[src/rtl/bus_arbiter_if.sv]
// rtl/bus_arbiter_if.sv - request/enable bundle between bus sources and the owner arbiter
interface bus_arbiter_if #(
    parameter int N  = 4,
    parameter int OW = (N > 1) ? $clog2(N) : 1
);
    logic [N-1:0]  req;
    logic [N-1:0]  last;
    logic [N-1:0]  drive_en;
    logic [OW-1:0] owner;
    logic          bus_busy;
    logic          preempt;

    // Arbiter side: consumes requests, produces the tristate enables.
    modport master (
        input  req,
        input  last,
        output drive_en,
        output owner,
        output bus_busy,
        output preempt
    );

    // Source side: raises requests, observes its enable.
    modport slave (
        output req,
        output last,
        input  drive_en,
        input  owner,
        input  bus_busy,
        input  preempt
    );
endinterface

[src/rtl/bus_arbiter.sv]
// rtl/bus_arbiter.sv - round-robin owner arbiter with turnaround and burst cap for the 8-bit internal bus
module bus_arbiter #(
    parameter int N          = 4,
    parameter int TURNAROUND = 1,
    parameter int MAX_BURST  = 16
) (
    input  logic          clk,
    input  logic          reset_n,
    bus_arbiter_if.master bus
);
    localparam int OW = (N > 1) ? $clog2(N) : 1;
    localparam int KW = OW + 1;

    localparam logic [1:0] S_IDLE  = 2'd0;
    localparam logic [1:0] S_DRIVE = 2'd1;
    localparam logic [1:0] S_TURN  = 2'd2;

    logic [1:0]    state_q, state_d;
    logic [OW-1:0] ptr_q, ptr_d;
    logic [OW-1:0] owner_q, owner_d;
    logic [N-1:0]  drive_en_q, drive_en_d;
    logic [7:0]    burst_q, burst_d;
    logic [1:0]    turn_q, turn_d;
    logic          preempt_q, preempt_d;
    logic          busy_q, busy_d;

    logic [OW-1:0] sel;
    logic          found;
    logic [KW-1:0] k;
    logic [OW-1:0] ptr_next;
    logic          cap_hit;
    logic          release_now;

    // Pick the first requester at or after the round-robin pointer, wrapping past N-1.
    always_comb begin
        sel   = ptr_q;
        found = 1'b0;
        k     = '0;
        for (int i = 0; i < N; i++) begin
            k = {1'b0, ptr_q} + KW'(i);
            if (k >= KW'(N)) begin
                k = k - KW'(N);
            end
            if (!found && bus.req[k[OW-1:0]]) begin
                found = 1'b1;
                sel   = k[OW-1:0];
            end
        end
    end

    assign ptr_next    = (owner_q == OW'(N - 1)) ? '0 : owner_q + 1'b1;
    assign cap_hit     = (burst_q == 8'(MAX_BURST));
    assign release_now = bus.last[owner_q] | ~bus.req[owner_q] | cap_hit;

    // Next-state logic; the cap is reported even when last/req-drop coincide with it.
    always_comb begin
        state_d    = state_q;
        ptr_d      = ptr_q;
        owner_d    = owner_q;
        drive_en_d = drive_en_q;
        burst_d    = burst_q;
        turn_d     = turn_q;
        preempt_d  = 1'b0;
        case (state_q)
            S_IDLE: begin
                drive_en_d = '0;
                if (found) begin
                    state_d    = S_DRIVE;
                    drive_en_d = N'(1) << sel;
                    owner_d    = sel;
                    burst_d    = 8'd1;
                end
            end
            S_DRIVE: begin
                if (release_now) begin
                    state_d    = S_TURN;
                    drive_en_d = '0;
                    ptr_d      = ptr_next;
                    burst_d    = 8'd0;
                    turn_d     = 2'd1;
                    preempt_d  = cap_hit;
                end else begin
                    burst_d = burst_q + 8'd1;
                end
            end
            S_TURN: begin
                drive_en_d = '0;
                if (turn_q == 2'(TURNAROUND)) begin
                    state_d = S_IDLE;
                    turn_d  = 2'd0;
                end else begin
                    turn_d = turn_q + 2'd1;
                end
            end
            default: begin
                state_d    = S_IDLE;
                drive_en_d = '0;
                burst_d    = 8'd0;
                turn_d     = 2'd0;
            end
        endcase
        busy_d = |drive_en_d;
    end

    // State and output registers; reset turns every driver off on the same edge.
    always_ff @(posedge clk) begin
        if (!reset_n) begin
            state_q    <= S_IDLE;
            ptr_q      <= '0;
            owner_q    <= '0;
            drive_en_q <= '0;
            burst_q    <= 8'd0;
            turn_q     <= 2'd0;
            preempt_q  <= 1'b0;
            busy_q     <= 1'b0;
        end else begin
            state_q    <= state_d;
            ptr_q      <= ptr_d;
            owner_q    <= owner_d;
            drive_en_q <= drive_en_d;
            burst_q    <= burst_d;
            turn_q     <= turn_d;
            preempt_q  <= preempt_d;
            busy_q     <= busy_d;
        end
    end

    assign bus.drive_en = drive_en_q;
    assign bus.owner    = owner_q;
    assign bus.bus_busy = busy_q;
    assign bus.preempt  = preempt_q;
endmodule

[src/flat_wrapper.sv]
// flat-port wrapper written by rule: the top's interface ports become plain ports
module bus_arbiter_flat 
#(
    parameter int N          = 4,
    parameter int TURNAROUND = 1,
    parameter int MAX_BURST  = 16
)
  (clk, reset_n, bus_req, bus_last, bus_drive_en, bus_owner, bus_bus_busy, bus_preempt);
  bus_arbiter_if #(.N(N)) bus_i ();
  input  logic clk;
  input  logic reset_n;
  input wire logic [$bits(bus_i.req)-1:0] bus_req;
  input wire logic [$bits(bus_i.last)-1:0] bus_last;
  output wire logic [$bits(bus_i.drive_en)-1:0] bus_drive_en;
  output wire logic [$bits(bus_i.owner)-1:0] bus_owner;
  output wire logic [$bits(bus_i.bus_busy)-1:0] bus_bus_busy;
  output wire logic [$bits(bus_i.preempt)-1:0] bus_preempt;
  assign bus_i.req = bus_req;
  assign bus_i.last = bus_last;
  assign bus_drive_en = bus_i.drive_en;
  assign bus_owner = bus_i.owner;
  assign bus_bus_busy = bus_i.bus_busy;
  assign bus_preempt = bus_i.preempt;
  bus_arbiter #(.N(N), .TURNAROUND(TURNAROUND), .MAX_BURST(MAX_BURST)) u_core (.clk(clk), .reset_n(reset_n), .bus(bus_i));
endmodule
[config.mk]
export PLATFORM = sky130hd
export DESIGN_NAME = bus_arbiter_flat
export DESIGN_NICKNAME = d
export VERILOG_FILES = /design/src/rtl/bus_arbiter_if.sv /design/src/rtl/bus_arbiter.sv /design/src/flat_wrapper.sv
export SDC_FILE = /design/constraint.sdc
export NUM_CORES = 1
export LEC_CHECK = 0
export ABC_AREA = 1
export CAP_MARGIN = 20
export CORE_ASPECT_RATIO = 0.7
export CORE_UTILIZATION = 45
export DETAILED_ROUTE_END_ITERATION = 6
export PLACE_DENSITY_LB_ADDON = 0.12
export SYNTH_ARGS = -nofsm -noshare
export SYNTH_HDL_FRONTEND = slang
export SYNTH_SLANG_ARGS = --single-unit
[constraint.sdc]
create_clock -name clk -period 2.9 [get_ports clk]
set_input_delay 0.435 -clock clk [delete_from_list [all_inputs] [get_ports clk]]
set_output_delay 0.435 -clock clk [all_outputs]
set_load 0.02 [all_outputs]
==> impl_metrics.py <==
metrics = {
    "status": {
        "status": "completed",
    },
    "power_and_ir_drop": {
        "p_seq_share_pct": 25.2,
        "p_int_uw": 918,
        "combPwrFrac_pct": 59.1,
        "clockPowerShare_pct": 15.7,
        "p_switching_uw": 882,
        "p_per_area_mw_per_mm2": 1020,
        "ir_worst_vdd_v": 0.000460,
        "sw_frac_of_total_pct": 49.0,
        "p_leak_nw": 0.814,
    },
    "drt": {
        "viasPerCell": 5.01,
        "drc": 0,
        "wl_um": 3200,
        "drtAntennaViolNets": 0,
        "drt_iter0_markers": 87,
        "wire_per_inst_um": 11.6,
        "vias": 1388,
        "drt_pass1_iterations": 4,
    },
    "layout": {
        "layout_commonest_cell": "nand2_1",
        "drive_gt1_share_pct": 14.2,
        "n_fill_cell": 301,
        "multiInputGateArea_um2": 916,
        "final_core_util_pct": 55.6,
        "seqCellArea_um2": 440,
        "mostFrequentLayoutCells": "nand2_1 (64), inv_1 (31), dfxtp_1 (22)",
        "synthToLayoutAreaGrowth_pct": 16.5,
        "num-nets-final": 256,
        "fin_area_mm2": 0.00177,
        "antennaDiodeCount": 0,
    },
    "synth": {
        "postSynthAreaPerCell_um2": 6.85,
        "synth_cells": 222,
        "ys_warn_count": 0,
        "synth.distinct_cells": 31,
        "ys_seq_area_share_pct": 28.9,
        "synth-seq-cells": 22,
        "synth_nets": 238,
        "synth_area_mm2": 0.00152,
    },
    "worst_setup_path": {
        "crit_start": "u_core.ptr_q[0]",
        "crit_type": "reg2reg",
        "slowest_delay_ns": 0.63,
        "worst_path_most_repeated_cell": "nand2_1",
        "cp-start-kind": "register",
        "r2r_start": "u_core.ptr_q[0]",
        "cp.arrival_ns": 2.36,
        "path_cells": "inv_2 -> nand2_1 -> nand2_1 -> nand2_2 -> nand2_4 -> nor2_8 -> nand2_4 -> o21ai_2 -> nor2_1 -> nand3_1 -> nand2_1 -> nand2_1 -> nand4_1",
        "critical_path_required_ns": 3.03,
        "path_buf_inv": 1,
        "crit_path_max_fanout": 12,
        "cp-end-kind": "register",
        "path_delay_family": "simple AND/OR/NAND/NOR gates",
        "slowest_stage": "dfxtp_1",
    },
    "clock_network": {
        "cts-htree-levels": 1,
        "cts.repair.resized": 0,
        "cts_tree": "yes",
        "cts.clk_slew.worst_paths_ns": 0.08,
        "clock_latency_ns": 0.26,
        "clockBufferDepth": 2,
        "cts_root_buffer": "clkbuf_8",
        "clock-sinks": 22,
        "cts_buffers": 3,
        "cts_hold_buf": 0,
        "cts_setup_buffers": 0,
    },
    "sta": {
        "setup_viol": 0,
        "period_share_pct": 76.9,
        "hold_viol": 0,
        "maxSlewViolCount": 0,
        "worst_pin_slew_ns": 0.482,
        "fmax_mhz": 448,
        "slew-limit-headroom_pct": 67.8,
        "rsz0062_at_grt": "false",
        "holdWs_ns": 0.478,
        "fin_skew_ns": 0.00702,
        "fin_tns_setup_ns": 0,
        "period_needed_ns": 2.23,
    },
    "floorplan": {
        "start_util_pct": 47.7,
        "dieArea_mm2": 0.00362,
        "io_pins": 18,
        "die_w_um": 71.5,
        "fp.coreArea_mm2": 0.00319,
        "die_h_um": 50.7,
        "rows": 17,
    },
    "place": {
        "io_buffers": 17,
        "dpl.hpwl_um": 2490,
        "gp_congestion": 0.828,
        "placed_cell_area_mm2": 0.00170,
    },
    "job": {
        "drv_cap": 0,
    },
    "hold_path": {
        "worstHoldStart": "u_core.turn_q[1]",
        "worst_hold_path_type": "reg2reg",
    },
    "global_routing": {
        "grt_first_pass_wirelength_um": 5340,
        "grt_antenna_before_repair": 0,
        "grt_overflow": 0,
        "track_usage_pct": 18.9,
        "grt_max_degree": 14,
        "grt_pass1_vias": 1158,
    },
}
-- per-layer routing --
metal,global-route usage [%],part of all wire (%)
met1,30.6,60
met3,4.42,4.3
met2,24.0,35
met4,4.90,0.72
met5,0,0
-- logic make-up after synthesis --
family	after synthesis	share of synthesized area, %
simple gates	129	44.7
buf+inv	38	10.9
compound gates	27	10.6
flops	22	28.9
fa+ha+maj	6	4.93
-- sequential cells by signal, summed over array words and instances, names as in the netlist --
register	flops
u_core.burst_q	8
u_core.bus.bus_busy	1
u_core.bus.drive_en	4
u_core.bus.owner	2
u_core.bus.preempt	1
u_core.ptr_q	2
u_core.state_q	2
u_core.turn_q	2
-- worst register-to-register path, stage by stage, from the launching register on --
cell	delay, ns
dfxtp_1	0.63
inv_2	0.22
nand2_1	0.10
nand2_1	0.09
nand2_2	0.10
nand2_4	0.09
nor2_8	0.12
nand2_4	0.07
o21ai_2	0.21
nor2_1	0.13
nand3_1	0.08
nand2_1	0.06
nand2_1	0.08
nand4_1	0.12
-- power groups by stage --
stage	Combinational, mW	Clock (mW)	Sequential [mW]
floorplan	0.832	0	0.473
global placement	1.06	0	0.461
detailed placement	1.06	0	0.458
CTS	1.06	0.292	0.452
global route	1.19	0.304	0.466
finish	1.06	0.282	0.454
-- stage by stage --
stage	std cells	power, mW	setup WS [ns]
finish	277	1.80	0.670
global route	277	1.96	0.438
CTS	277	1.81	0.695
detailed placement	273	1.51	0.471
global placement	273	1.52	0.457
floorplan	222	1.30	1.21
-- path summary, 6_finish.rpt --
check,endpoint,slack (ns),cells past startpoint
setup / recovery,u_core.bus.bus_busy,0.67,13
hold / removal,u_core.turn_q[1],0.48,2
setup reg to reg,u_core.bus.bus_busy,0.67,13
hold reg to reg,u_core.turn_q[1],0.48,2
-- area by class of cell --
type	count	share of cell area, %
clock buffers	3	2.33
clock inverters	1	1.69
inverters	34	7.20
multi-input cells	162	51.7
flip-flops and latches	22	24.8
well taps	38	2.68
repair buffers	17	9.60
-- synth_stat cells --
cell type,number,area [um2]
nor4_1,2,12.5
o21ai_2,2,17.5
nand2_2,11,68.8
buf_1,1,3.75
buf_4,1,7.51
nor2_1,10,37.5
buf_8,1,15.0
nor2_2,1,6.26
a21oi_1,9,45.0
inv_1,31,116
nor2_4,1,11.3
o211ai_1,1,7.51
nand3b_1,1,7.51
o21ai_0,11,55.1
nor3_4,2,32.5
and3_1,1,6.26
nor2_8,1,20.0
nand2_4,3,33.8
ha_1,6,75.1
nand3_1,12,60.1
inv_2,3,11.3
a211oi_1,2,15.0
nand4_1,8,50.1
nor3_2,2,20.0
buf_6,1,11.3
o221ai_1,1,8.76
nor3_1,7,35.0
dfxtp_1,22,440
nor3b_2,3,37.5
nand2_1,64,240
a211oi_2,1,12.5
Note: power is estimated with default switching activity, not from simulation.
